$ cat config.mk
export PLATFORM = sky130hd
export DESIGN_NAME = pwm_bank
export DESIGN_NICKNAME = d
export VERILOG_FILES = /design/src/rtl/pwm_bank.sv
export SDC_FILE = /design/constraint.sdc
export NUM_CORES = 1
export LEC_CHECK = 0
export ABC_AREA = 1
export BUFFER_PORTS_ARGS = -buffer_cell sky130_fd_sc_hd__buf_4
export CORE_ASPECT_RATIO = 1.2
export CORE_MARGIN = 10
export CORE_UTILIZATION = 45
export DETAILED_ROUTE_END_ITERATION = 16
export PLACE_DENSITY = 0.71
export RECOVER_POWER = 25
export SYNTH_ARGS = -nofsm -noshare
export SYNTH_HDL_FRONTEND = slang
export SYNTH_SLANG_ARGS = --single-unit
$ cat constraint.sdc
create_clock -name clk -period 2.7 [get_ports clk]
set_clock_uncertainty 0.2 [all_clocks]
set_input_delay 0.405 -clock clk [delete_from_list [all_inputs] [get_ports clk]]
set_output_delay 0.405 -clock clk [all_outputs]
set_load 0.005 [all_outputs]
$ cat src/rtl/pwm_bank.sv
// pwm_bank: multi-channel PWM generator with one shared period counter.
//
// Purpose:
//   CHANNELS independent PWM outputs share one period counter. The period
//   is programmable through a top value. Duty and top updates are written
//   into shadow registers. They move to the active registers only at a
//   period boundary, or at once while the bank is disabled, so an output
//   never glitches in the middle of a period.
//
// Parameters:
//   WIDTH    - bit width of the counter, the top value and each duty level
//   CHANNELS - number of PWM outputs
//
// Ports:
//   clk            - clock, all logic on the rising edge
//   reset          - asynchronous, active-low reset
//   en             - run enable; 0 holds the counter at 0 and forces outputs low
//   load           - one-cycle strobe that captures level/top into the shadow
//   level          - packed duties, channel i = level[i*WIDTH +: WIDTH]
//   top            - period top value (edge mode period = top+1 cycles)
//   center         - (optional) centre-aligned mode select, shadowed like top
//   out            - registered PWM outputs
//   period_start   - one-cycle pulse aligned with the first out cycle of a period
//   update_pending - shadow holds values not yet applied
//
// Optional feature:
//   PWM_BANK_CENTER_ALIGN_EN - when defined, adds the 'center' input and the
//   up/down counting mode. The up/down counting mode needs a direction
//   register. When the macro is undefined, the bank runs in edge mode only.

module pwm_bank #(
  parameter int WIDTH    = 8,
  parameter int CHANNELS = 3
) (
  input  logic                      clk,
  input  logic                      reset,
  input  logic                      en,
  input  logic                      load,
  input  logic [CHANNELS*WIDTH-1:0] level,
  input  logic [WIDTH-1:0]          top,
`ifdef PWM_BANK_CENTER_ALIGN_EN
  input  logic                      center,
`endif
  output logic [CHANNELS-1:0]       out,
  output logic                      period_start,
  output logic                      update_pending
);

  localparam logic [WIDTH-1:0] CNT_ONE = WIDTH'(1);

  logic [WIDTH-1:0]    cnt_q, cnt_d;
  logic [WIDTH-1:0]    top_sh_q, top_act_q;
  logic                pending_q, pending_d;
  logic [CHANNELS-1:0] out_q, out_d;
  logic                period_start_q, period_start_d;
  logic                boundary;
  logic                apply;
  logic                wrap;

  logic [WIDTH-1:0] duty_sh_q  [CHANNELS];
  logic [WIDTH-1:0] duty_act_q [CHANNELS];

`ifdef PWM_BANK_CENTER_ALIGN_EN
  logic center_sh_q, center_act_q;
  logic dir_q, dir_d;   // 1 while counting down

  // In centre mode the last cycle of a period is the cycle that returns to 0.
  // That cycle is cnt==1 on the way down, which includes the turn-around cycle
  // when top_act==1. When top_act==0, every cycle is a boundary.
  assign wrap = center_act_q
              ? ((top_act_q == '0) ||
                 ((dir_q || (cnt_q == top_act_q)) && (cnt_q == CNT_ONE)))
              : (cnt_q == top_act_q);
`else
  assign wrap = (cnt_q == top_act_q);
`endif

  assign boundary = en && wrap;
  // Shadow values reach the active set at a boundary, and on every cycle
  // while the bank is disabled.
  assign apply    = !en || boundary;

  always_comb begin
    pending_d = pending_q;
    if (apply) begin
      pending_d = 1'b0;           // a load on an apply cycle writes straight through
    end else if (load) begin
      pending_d = 1'b1;
    end
  end

  always_comb begin
    cnt_d = cnt_q;
`ifdef PWM_BANK_CENTER_ALIGN_EN
    dir_d = dir_q;
    if (apply) begin
      cnt_d = '0;
      dir_d = 1'b0;
    end else if (center_act_q) begin
      if (dir_q) begin
        cnt_d = cnt_q - CNT_ONE;
      end else if (cnt_q == top_act_q) begin
        cnt_d = cnt_q - CNT_ONE;  // turn around at the top
        dir_d = 1'b1;
      end else begin
        cnt_d = cnt_q + CNT_ONE;
      end
    end else begin
      cnt_d = cnt_q + CNT_ONE;
    end
`else
    if (apply) begin
      cnt_d = '0;
    end else begin
      cnt_d = cnt_q + CNT_ONE;
    end
`endif
  end

  assign period_start_d = en && (cnt_q == '0);

  always_ff @(posedge clk or negedge reset) begin
    if (!reset) begin
      cnt_q          <= '0;
      top_sh_q       <= '1;
      top_act_q      <= '1;
      pending_q      <= 1'b0;
      period_start_q <= 1'b0;
    end else begin
      cnt_q          <= cnt_d;
      pending_q      <= pending_d;
      period_start_q <= period_start_d;
      if (load) begin
        top_sh_q <= top;
      end
      if (apply) begin
        if (load) begin
          top_act_q <= top;       // bypass the shadow on an apply cycle
        end else if (pending_q) begin
          top_act_q <= top_sh_q;
        end
      end
    end
  end

`ifdef PWM_BANK_CENTER_ALIGN_EN
  always_ff @(posedge clk or negedge reset) begin
    if (!reset) begin
      dir_q        <= 1'b0;
      center_sh_q  <= 1'b0;
      center_act_q <= 1'b0;
    end else begin
      dir_q <= dir_d;
      if (load) begin
        center_sh_q <= center;
      end
      if (apply) begin
        if (load) begin
          center_act_q <= center;
        end else if (pending_q) begin
          center_act_q <= center_sh_q;
        end
      end
    end
  end
`endif

  // Per-channel duty registers and compare.
  generate
    for (genvar gi = 0; gi < CHANNELS; gi++) begin : g_chan
      logic [WIDTH-1:0] level_ch;
      assign level_ch  = level[gi*WIDTH +: WIDTH];
      assign out_d[gi] = en && (cnt_q < duty_act_q[gi]);

      always_ff @(posedge clk or negedge reset) begin
        if (!reset) begin
          duty_sh_q[gi]  <= '0;
          duty_act_q[gi] <= '0;
          out_q[gi]      <= 1'b0;
        end else begin
          out_q[gi] <= out_d[gi];
          if (load) begin
            duty_sh_q[gi] <= level_ch;
          end
          if (apply) begin
            if (load) begin
              duty_act_q[gi] <= level_ch;
            end else if (pending_q) begin
              duty_act_q[gi] <= duty_sh_q[gi];
            end
          end
        end
      end
    end
  endgenerate

  assign out            = out_q;
  assign period_start   = period_start_q;
  assign update_pending = pending_q;

endmodule

# Yosys cells after proc, flatten, opt, wreduce, memory -nomap -nowiden
# Index checks and enable logic that the tools add are counted.
# totals
ff_bits	77
latchBits	0
ram_bits	0
rom_bits	0
in_bits	36
output_inout_bits	5
word_cells	41
memories	0
# op_classes
n_addsub	1
n_mul	0
div_mod_pow	0
order_cmp	3
n_eq_ne	1
shifts	0
muxes	11
bitwise_logic	0
n_reduce_logical	11
# ops
operator	count
8-bit 2-to-1 mux	9
8-bit < comparator	3
8-bit by 1-bit adder with 8-bit output, second input constant	1
8-bit == test	1
8-bit logical NOT	1
1-bit logical AND	5
2-bit nonzero test	2
1-bit 2-to-1 mux	2
2-bit AND reduction	1
1-bit logical NOT	1
1-bit logical OR	1

# Longest topological paths before layout
# Gate-level depths: netlist of the first run.
# depth
word_depth	4
ltp_mapped	11
mapped_depth_nobuf	10

# Worst setup path after synthesis of the first run
# Ideal clock, no wire load.
# synth_timing
path_kind	flip-flop to flip-flop
startpoint	reg top_act_q[5]
endpoint	reg duty_act_q[0] (netlist name)
setup_ns	0.116
arrival_ns	1.238
required_ns	2.384
slack_ns	1.146
stages_incl_launch_ff	11
path_buffers	1
synth_period_minus_slack_ns	1.554
path_cell_list	dfstp_2 nand2_1 nand2_1 nand2_1 nor2_1 nand2_2 nand2_4 nand2_2 buf_6 nand2_1 nand2_1
# synth_between
elab_chain_cells	4
# synth_lines
item	line_no	rtl
from (decl)	52	logic [WIDTH-1:0] top_sh_q, top_act_q;
from (signal assigned)	138	top_act_q <= top;
from (signal assigned)	140	top_act_q <= top_sh_q;
8-bit == test	75	assign wrap = (cnt_q == top_act_q);
1-bit logical AND	78	assign boundary = en && wrap;
1-bit logical OR	81	assign apply = !en || boundary;
2-bit AND reduction (no source line)	n/a	
to (signal, indexed assignment)	187	duty_act_q[gi] <= level_ch;
to (signal, indexed assignment)	189	duty_act_q[gi] <= duty_sh_q[gi];
to (decl)	61	logic [WIDTH-1:0] duty_act_q [CHANNELS];
# No other way between the ends.
# A chain may end at the register's enable or synchronous reset.

# Final worst setup path of the first run
# layout_timing
startpoint	reg cnt_q[7]
endpoint	reg duty_act_q[13] (netlist name)
# layout_between
elab_chain_cells	4
# layout_lines
item	line_no	rtl
from (decl)	51	logic [WIDTH-1:0] cnt_q, cnt_d;
from (signal assigned)	130	cnt_q <= cnt_d;
8-bit == test	75	
1-bit logical AND	78	
1-bit logical OR	81	
2-bit AND reduction (no source line)	n/a	
# No other way between the ends.

==> results of run 1 <==
==> flip-flops by register name, summed over array words and instances, names as in the netlist <==
signal / cells
duty_sh_q: 24
top_sh_q: 8
duty_act_q: 24
period_start: 1
top_act_q: 8
update_pending: 1
cnt_q: 8
out: 3
==> power groups by stage <==
stage | combinational (uW) | sequential [uW] | clock (uW)
finish | 499 | 1410 | 791
global route | 595 | 1430 | 864
CTS | 508 | 1410 | 816
detailed placement | 506 | 1430 | 0
global placement | 484 | 1430 | 0
floorplan | 362 | 1410 | 0
==> final timing paths <==
check	startpoint	end	slack [ns]	depth (start not counted)
max in group asynchronous	reset	duty_sh_q[20]	0.88	1
min in group asynchronous	reset	duty_sh_q[0]	0.34	1
worst max-delay path	cnt_q[7]	duty_act_q[13]	0.53	10
worst max register to register	cnt_q[7]	duty_act_q[13]	0.53	10
worst min-delay path	level[17]	duty_sh_q[1]	0.07	3
worst min register to register	top_act_q[2]	top_act_q[2]	0.27	2
==> metrics by stage <==
| step | instances | instance area (um^2) |
|---|---|---|
| finish | 586 | 4220 |
| detailed placement | 570 | 4040 |
| global placement | 570 | 4040 |
| global route | 586 | 4220 |
| floorplan | 448 | 3700 |
| CTS | 586 | 4220 |
==> kinds of logic (layout without fill, tap and decap cells) <==
kind of cell | after synthesis | after routing | share of synthesized area
adder cells (fa/ha/maj) | 23 | 23 | 0.0777
flip-flops | 77 | 77 | 0.525
XOR/XNOR | 4 | 4 | 0.00946
AO/OA/AOI/OAI | 17 | 17 | 0.0250
AND/OR/NAND/NOR | 271 | 271 | 0.292
buffers and inverters | 56 | 99 | 0.0706
==> area by class of cell <==
class / count / area, um^2 / share of cell area
Multi-Input combinational cell: 315 / 1500 / 0.355
Timing Repair Buffer: 44 / 328 / 0.0777
Sequential cell: 77 / 1950 / 0.462
Clock buffer: 13 / 159 / 0.0377
Clock inverter: 3 / 21.3 / 0.00504
Tap cell: 95 / 119 / 0.0282
Inverter: 39 / 146 / 0.0347
==> layout by cell type (no fill, tap or decap), drive strengths merged <==
cell type and n:
a211oi 3, a21oi 11, buf 43, clkbuf 14, clkinv 2, clkinvlp 1
dfrtp 61, dfstp 16, ha 23, inv 39, nand2 210, nand3 34
nand4 1, nor2 22, nor3 3, nor4 1, o21ai 3, xnor2 3
xor2 1
==> worst max-delay path, stage by stage (launching register included) <==
cell,delay (ns)
dfrtp_1,0.48
inv_1,0.16
nand2_1,0.07
nand2_1,0.05
nand2_1,0.05
nor2_1,0.11
nand2_2,0.08
nand2_4,0.22
nand2_2,0.40
nand2_1,0.17
nand2_1,0.06
==> layer usage <==
metal,vias to the layer above,wire [um]
li1,1468,-
met1,1347,3380
met2,41,3390
met3,8,232
met4,0,121
met5,-,0
==> out/qor.txt, run 1 <==
RSZ-0062 raised after global routing = false
Post-layout utilization of the core = 0.523
Peak supply drop = 0.311 mV
Max-slew violation count = 78
Vias = 2864
Post-Syn Area per Cell = 8.27 um^2
Asr flop ratio synth = 1.00
Drt first pass iters = 4
Die X = 103 um
Hold WC Path Type = in2reg
Avg WL per Cell = 12.2 um
CTS-repair resized insts = 0
Post-place setup slack = 0.531 ns
Minimum clock period = 2.17 ns
LEAKAGE = 0.00232 uW
TritonCTS Buffers = 9
Mapped Area = 3700 um^2
Hold_ws = 0.0734 ns
WS Path Type = reg2reg
Post-layout power = 2700 uW
Post-DRT Antenna Nets = 0
Failing checks = capacitance limit, slew limit
# DRC = 0
Worst path required time = 2.73 ns
Detailed Place HPWL = 5250 um
Global Route met1 Usage = 0.161
Hold Fails Final Rpt = 0
Clock Root Buffer = clkbuf_8
Most numerous cell in the Yosys netlist = nand2_1
Count of state elements after synthesis = 77
Met2 Use GR = 0.207
Register area share after synthesis = 0.525
Antenna diodes = 0
Layout Nets = 545
Startpoint Class = flop
Pwr dens = 641 nW/um^2
TritonCTS Sinks = 77
Global-route wire length before repair = 12900 um
Ranking of synthesized cells by area = dfrtp_1 (41%), nand2_1 (21%), dfstp_2 (11%)
Reg clk slew, reported paths = 0.08 ns
Sum of negative setup slack = 0 ns
All-Layer GR Usage = 0.130
MaxCap Viol Count = 1
Share of cells above drive strength 1 = 0.161
Initial antenna violation count = 0
Max Buffers Root-to-Sink = 2
Die area = 12300 um^2
Worst Slack Setup Final = 0.531 ns
Core area = 8060 um^2
Fmax = 461 MHz
H-tree levels = 3
Arrival @ worst endpoint = 2.20 ns
Filler instances = 761
Worst slew pin tran = 1.81 ns
Gate Count Post-Synth = 448
Post-synth EDFFs = 0
Net Count, Synth = 507
Main synth FF type = dfrtp_1
Count of hold-fix buffers inserted at cts = 0
Starting Density = 0.459
Yosys warns = 0
Clock Power Share = 0.293
P_int = 1920 uW
Synth cell count leaders = nand2_1 (207), dfrtp_1 (61), inv_1 (36), nand3_1 (34), ha_1 (23)
CP Capture Type = flop
Syn-to-layout area delta = 13.8%
First-iteration detailed-routing DRC count = 138
Row cnt = 36
# IOs = 41
Port bufs = 40
Slew margin rel. = -0.208
Sw Share = 0.291
M3 GR Usage = 0.0335
Combinational power share = 0.184
GRT overflow = 0
Register share of total power = 0.523
TritonCTS clock tree = yes
Routed wire length = 7130 um
Total setup buffers inserted after CTS = 0
Number of setup violations in the final report = 0
Status = finished, violations left
Tcrit/Tclk final = 0.803
Placer's final routability congestion estimate = 0.779
Netlist cell types = 23
Worst-Skew Late Latency = 0.35 ns
Pin count of the biggest net entering global routing = 78
Cell taking the most area after synthesis = dfrtp_1
Post-synth top area share = 0.412
Number of global-route vias before repair = 2914
Worst-path fanout max = 32
Busiest grt layer = met2
NetSw = 786 uW
Detailed-route vias per instance = 4.89
Die height = 119 um
(Power assumes the default switching activity.)
==> run 2, diff against run 1 <==
--- a/config.mk
+++ b/config.mk
@@ -11,7 +11,7 @@
 export CORE_MARGIN = 10
 export CORE_UTILIZATION = 45
 export DETAILED_ROUTE_END_ITERATION = 16
-export PLACE_DENSITY = 0.71
+export PLACE_DENSITY = 0.73
 export RECOVER_POWER = 25
 export SYNTH_ARGS = -nofsm -noshare
 export SYNTH_HDL_FRONTEND = slang
==> constraint.sdc (replaced) <==
create_clock -name clk -period 1.85 [get_ports clk]
set_clock_uncertainty 0.2 [all_clocks]
set_input_delay 0.2775 -clock clk [delete_from_list [all_inputs] [get_ports clk]]
set_output_delay 0.2775 -clock clk [all_outputs]
set_load 0.005 [all_outputs]
==> run 2 against run 1 <==
Effect of this change: the run now ends clean; largest power group unchanged; hold slack worse by 0.028 ns; sequential power is 45% higher; first-iteration DRC count is 35% higher; sequential share of layout area down 5.0 points; combinational power grew 74%; clock-buffer cell count fell by 3; non-clock buffer count rose by 54; core utilization grew 6.4 points; global-route usage grew 2.1 points; via count up 7.3%; critical path depth is 3 lower.
==> out/qor.txt, run 2 (synthesized netlist as in run 1, its figures left out) <==
Status = finished, final reports clean (was finished, violations left)
Initial antenna violation count = 0 (unchanged)
Fmax = 561 MHz (was 461 MHz)
FF-to-FF path depth = 7 (was 10)
Worst-Skew Late Latency = 0.35 ns (about the same)
Placer's final routability congestion estimate = 0.832 (was 0.779)
Avg WL per Cell = 12.9 um (was 12.2 um)
Routed wire length = 8240 um (was 7130 um)
Die height = 119 um (unchanged)
Worst r2r src = cnt_q[3] (was cnt_q[7])
Worst path required time = 1.89 ns (was 2.73 ns)
Row cnt = 36 (unchanged)
Worst-path fanout max = 5 (was 32)
Vias = 3074 (was 2864)
# DRC = 0 (unchanged)
Port bufs = 40 (unchanged)
TritonCTS Buffers = 9 (unchanged)
CP Capture Type = flop (unchanged)
Core area = 8060 um^2 (unchanged)
Hold endpoint = cnt_q[7] (was duty_sh_q[1])
Max Buffers Root-to-Sink = 2 (unchanged)
RSZ-0062 raised after global routing = true (was false)
Drt first pass iters = 4 (unchanged)
Arrival @ worst endpoint = 1.82 ns (was 2.20 ns)
Minimum clock period = 1.78 ns (was 2.17 ns)
Post-DRT Antenna Nets = 0 (unchanged)
Number of global-route vias before repair = 3276 (was 2914)
Most frequent cells in the layout = nand2_1 (207), dfrtp_1 (60), buf_4 (52), inv_1 (36), nand3_1 (34) (was nand2_1 (207), dfrtp_1 (61), buf_4 (43), inv_1 (36), nand3_1 (34))
All-Layer GR Usage = 0.151 (was 0.130)
Global-route wire length before repair = 15100 um (was 12900 um)
Pwr dens = 887 nW/um^2 (was 641 nW/um^2)
Post-route design area = 4730 um^2 (was 4220 um^2)
Die area = 12300 um^2 (unchanged)
Clock Root Buffer = clkbuf_8 (unchanged)
First-iteration detailed-routing DRC count = 186 (was 138)
H-tree levels = 3 (unchanged)
Peak supply drop = 0.536 mV (was 0.311 mV)
WS Path Type = reg2reg (unchanged)
LEAKAGE = 0.00257 uW (was 0.00232 uW)
GRT overflow = 0 (unchanged)
Commonest non-fill, non-tap cell in the layout = nand2_1 (unchanged)
TritonCTS clock tree = yes (unchanged)
Antenna diodes = 0 (unchanged)
Pin count of the biggest net entering global routing = 33 (was 78)
Starting Density = 0.459 (unchanged)
Hold Fails Final Rpt = 0 (unchanged)
R2r setup slk = 0.07 ns (was 0.53 ns)
DP Area = 4170 um^2 (was 4040 um^2)
Reg-to-reg endpoint = out[2] (was duty_act_q[13])
Detailed Place HPWL = 5990 um (was 5250 um)
Syn-to-layout area delta = 27.8% (was 13.8%)
Max-slew violation count = 0 (was 78)
# IOs = 41 (unchanged)
Beginning of the worst hold path = en (was level[17])
Number of setup violations in the final report = 0 (unchanged)
Detailed-route vias per instance = 4.80 (was 4.89)
Biggest regs = duty_act_q: 24 flops, duty_sh_q: 24 flops (unchanged)
TritonCTS Sinks = 77 (unchanged)
Startpoint Class = flop (unchanged)
Worst Setup SP = cnt_q[3] (was cnt_q[7])
Layout Nets = 599 (was 545)
Hold WC Path Type = in2reg (unchanged)
Die X = 103 um (unchanged)
Sum of negative setup slack = 0 ns (unchanged)
MaxCap Viol Count = 0 (was 1)
Reg clk slew, reported paths = 0.08 ns (about the same)
Share of cells above drive strength 1 = 0.193 (was 0.161)
Tcrit/Tclk final = 0.964 (was 0.803)
Slew margin rel. = 0.514 (was -0.208)
Hold Path Cell Cnt = 3 (unchanged)
Worst slew pin tran = 0.729 ns (was 1.81 ns)
-- run 2: area by class of cell --
type	instances	area, um^2
repair buffers	98	820
clock buffers	10	138
multi-input cells	315	1500
inverters	39	146
well taps	95	119
fillers	696	3330
clock inverters	6	62.6
flip-flops and latches	77	1950
-- run 2: metal layers --
metal	track usage	wire [um]	up-vias
li1	-	-	1572
met1	0.194	3640	1435
met2	0.240	4120	53
met3	0.0278	310	14
met4	0.0653	165	0
met5	0	0	-
-- run 2: what timing repair did --
action,in CTS,in global routing
hold buffers,33,0
setup endpoints to repair,0,33
buffers inserted,0,3
resized for setup,0,4
hold endpoints to repair,61,0
-- run 2: power breakdown --
group	switching, uW	internal [uW]	leakage, uW	total [uW]
logic	488	381	0.00154	869
registers	113	1940	0.000931	2050
clock network	625	655	0.0000943	1280
-- run 2: through the flow --
| stage | util | power (uW) | std cells | setup WS (ns) | hold slack [ns] |
|---|---|---|---|---|---|
| finish | 0.587 | 4200 | 640 | 0.0674 | 0.0457 |
| global route | 0.587 | 4480 | 640 | -0.0183 | 0.0458 |
| CTS | 0.583 | 4210 | 637 | 0.0675 | 0.0365 |
| detailed placement | 0.518 | 2880 | 588 | 0.0830 | 0.0232 |
| global placement | 0.518 | 2840 | 588 | 0.130 | 0.0188 |
| floorplan | - | 2580 | 448 | 0.296 | -0.218 |
-- run 2: critical path, stage by stage, from the launching register on --
cell,delay (ns)
dfrtp_1,0.40
buf_4,0.17
ha_1,0.30
nand2_1,0.06
o21ai_0,0.31
nand2_1,0.11
nand2_1,0.08
nor2_1,0.04
-- run 2: worst max path at each step --
stage	endpoint	slack, ns	cells after the start
after CTS	duty_act_q[7]	0.07	9
after floorplan	duty_act_q[0]	0.30	10
after global placement	duty_act_q[17]	0.13	10
after global routing	duty_act_q[7]	-0.02	9
after detailed placement	duty_act_q[23]	0.08	9
final	out[2]	0.07	7
==> run 3, diff against run 2 <==
--- a/config.mk
+++ b/config.mk
@@ -11,7 +11,7 @@
 export CORE_MARGIN = 10
 export CORE_UTILIZATION = 45
 export DETAILED_ROUTE_END_ITERATION = 16
-export PLACE_DENSITY = 0.73
+export PLACE_DENSITY = 0.71
 export RECOVER_POWER = 25
 export SYNTH_ARGS = -nofsm -noshare
 export SYNTH_HDL_FRONTEND = slang
==> constraint.sdc (replaced) <==
create_clock -name clk -period 1.8 [get_ports clk]
set_clock_uncertainty 0.2 [all_clocks]
set_input_delay 0.27 -clock clk [delete_from_list [all_inputs] [get_ports clk]]
set_output_delay 0.27 -clock clk [all_outputs]
set_load 0.005 [all_outputs]
==> run 3 against run 2 <==
Effect of this change: critical path depth up 2; sequential share of layout area down 1.1 points; clock power up 3%; highest routed layer unchanged; worst setup slack worse by 0.040 ns; cell area up 2.6%; critical endpoint is now duty_act_q[23].
==> out/qor.txt, run 3 (synthesized netlist as in run 1, its figures left out) <==
RSZ-0062 raised after global routing = true (unchanged)
Layout Nets = 598 (was 599)
Share of cells above drive strength 1 = 0.217 (was 0.193)
Most frequent cells in the layout = nand2_1 (199), dfrtp_1 (61), buf_4 (46), inv_1 (36), dlygate4sd3_1 (33) (was nand2_1 (207), dfrtp_1 (60), buf_4 (52), inv_1 (36), nand3_1 (34))
Vias = 3129 (was 3074)
All-Layer GR Usage = 0.143 (was 0.151)
DP Area = 4190 um^2 (was 4170 um^2)
Worst slew pin tran = 0.585 ns (was 0.729 ns)
Hold endpoint = out[0] (was cnt_q[7])
TritonCTS Buffers = 9 (unchanged)
GRT overflow = 0 (unchanged)
Post-DRT Antenna Nets = 0 (unchanged)
Number of global-route vias before repair = 3145 (was 3276)
Beginning of the worst hold path = en (unchanged)
Port bufs = 40 (unchanged)
Post-layout power = 4380 uW (was 4200 uW)
Peak supply drop = 0.591 mV (was 0.536 mV)
Worst-path fanout max = 8 (was 5)
Antenna diodes = 0 (unchanged)
Global-route wire length before repair = 14200 um (was 15100 um)
Die X = 103 um (unchanged)
WS Path Type = reg2reg (unchanged)
Worst r2r src = top_act_q[2] (was cnt_q[3])
Post-route design area = 4860 um^2 (was 4730 um^2)
Crit path buf inv count = 1 (unchanged)
LEAKAGE = 0.00261 uW (was 0.00257 uW)
TritonCTS clock tree = yes (unchanged)
Status = finished, final reports clean (unchanged)
Avg WL per Cell = 13.4 um (was 12.9 um)
Starting Density = 0.459 (unchanged)
H-tree levels = 3 (unchanged)
Detailed Place HPWL = 5870 um (was 5990 um)
Number of setup violations in the final report = 0 (unchanged)
Critical path's largest stage delay = 0.55 ns (was 0.40 ns)
Critical path's slowest cell = dfstp_2 (was dfrtp_1)
Biggest regs = duty_act_q: 24 flops, duty_sh_q: 24 flops (unchanged)
Die area = 12300 um^2 (unchanged)
Worst Slack Setup Final = 0.0278 ns (was 0.0674 ns)
Reg-to-reg endpoint = duty_act_q[23] (was out[2])
Reg clk slew, reported paths = 0.08 ns (about the same)
Arrival @ worst endpoint = 1.83 ns (was 1.82 ns)
R2r setup slk = 0.03 ns (was 0.07 ns)
Routed wire length = 8530 um (was 8240 um)
Commonest non-fill, non-tap cell in the layout = nand2_1 (unchanged)
Hold Path Cell Cnt = 3 (unchanged)
FF-to-FF path depth = 9 (was 7)
Slew margin rel. = 0.610 (was 0.514)
Drt first pass iters = 4 (unchanged)
Pin count of the biggest net entering global routing = 43 (was 33)
# DRC = 0 (unchanged)
Pwr dens = 902 nW/um^2 (was 887 nW/um^2)
Worst-Skew Late Latency = 0.36 ns (was 0.35 ns)
Placed insts = 585 (was 588)
Startpoint Class = flop (unchanged)
Fmax = 564 MHz (was 561 MHz)
# IOs = 41 (unchanged)
Post-place setup slack = -0.00998 ns (was 0.0830 ns)
Tcrit/Tclk final = 0.985 (was 0.964)
MaxCap Viol Count = 0 (unchanged)
Clock Root Buffer = clkbuf_8 (unchanged)
Crit-path leading delay family = simple AND/OR/NAND/NOR gates (was flip-flops)
Initial antenna violation count = 0 (unchanged)
Critical Path Most Common Cell = nand2_1 (unchanged)
Core area = 8060 um^2 (unchanged)
Non-filler cells, final = 639 (was 640)
TritonCTS Sinks = 77 (unchanged)
First-iteration detailed-routing DRC count = 124 (was 186)
Worst path required time = 1.85 ns (was 1.89 ns)
Minimum clock period = 1.77 ns (was 1.78 ns)
Row cnt = 36 (unchanged)
Hold WC Path Type = in2reg (unchanged)
Detailed-route vias per instance = 4.90 (was 4.80)
Max Buffers Root-to-Sink = 2 (unchanged)
Die height = 119 um (unchanged)
Placer's final routability congestion estimate = 0.826 (was 0.832)
CP cell instances = xnor2_1 -> nand2_1 -> nor2_2 -> nand2_2 -> nand2_4 -> nand2_4 -> clkbuf_16 -> nand2_1 -> nand2_1 (was buf_4 -> ha_1 -> nand2_1 -> o21ai_0 -> nand2_1 -> nand2_1 -> nor2_1)
Hold Fails Final Rpt = 0 (unchanged)
Max-slew violation count = 0 (unchanged)
Syn-to-layout area delta = 31.1% (was 27.8%)
CP Capture Type = flop (unchanged)
run 3: routing by layer:
layer	vias up	wire length, um	share of wire	track usage
met4	0	213	0.025	0.0636
li1	1577	-	-	-
met3	18	235	0.028	0.0278
met1	1486	3790	0.44	0.178
met5	-	0	0	0
met2	48	4300	0.50	0.233
run 3: worst min-delay path, cell delays in order:
cell and delay [ns]:
buf_4 0.11, inv_1 0.08, nor2_2 0.08
run 3: what timing repair did:
item	4_1_cts	5_1_grt
gates cloned	0	1
hold buffers	33	0
pin swaps	0	6
setup buffers	0	4
setup endpoints to repair	7	33
endpoints found under the hold margin	101	0
gates resized for setup	1	22
run 3: area by class of cell:
class,count,area (um^2)
inverter,39,146
multi-input combinational,315,1570
tap,95,119
sequential,77,1950
clock buffer,10,138
clock inverter,6,62.6
timing repair buffer,97,875
fill,650,3210
run 3: metrics by stage:
| stage | hold WS, ns | TNS, ns | util |
|---|---|---|---|
| 2_1_floorplan | -0.226 | 0 | - |
| 3_3_place_gp | -0.0245 | 0 | 0.520 |
| 3_5_place_dp | -0.0209 | -0.00998 | 0.520 |
| 4_1_cts | 0.0311 | 0 | 0.586 |
| 5_1_grt | 0.0451 | -1.56 | 0.602 |
| 6_report | 0.0127 | 0 | 0.602 |
run 3: how the worst max path moves through the flow:
stage / to / slack (ns) / from / depth (start not counted)
after global placement: duty_act_q[14] / 0.08 / top_act_q[2] / 9
final: duty_act_q[23] / 0.03 / top_act_q[2] / 9
after CTS: duty_act_q[13] / 0.009 / top_act_q[5] / 10
after detailed placement: duty_act_q[13] / -0.01 / top_act_q[1] / 10
after floorplan: duty_act_q[0] / 0.25 / top_act_q[5] / 10
after global routing: duty_act_q[3] / -0.06 / top_act_q[2] / 9
run 3: where the power goes:
part | switching [uW] | internal, uW | leakage (uW)
registers | 128 | 1990 | 0.000932
logic | 517 | 426 | 0.00158
clock network | 646 | 672 | 0.0000943
total | 1290 | 3090 | 0.00261
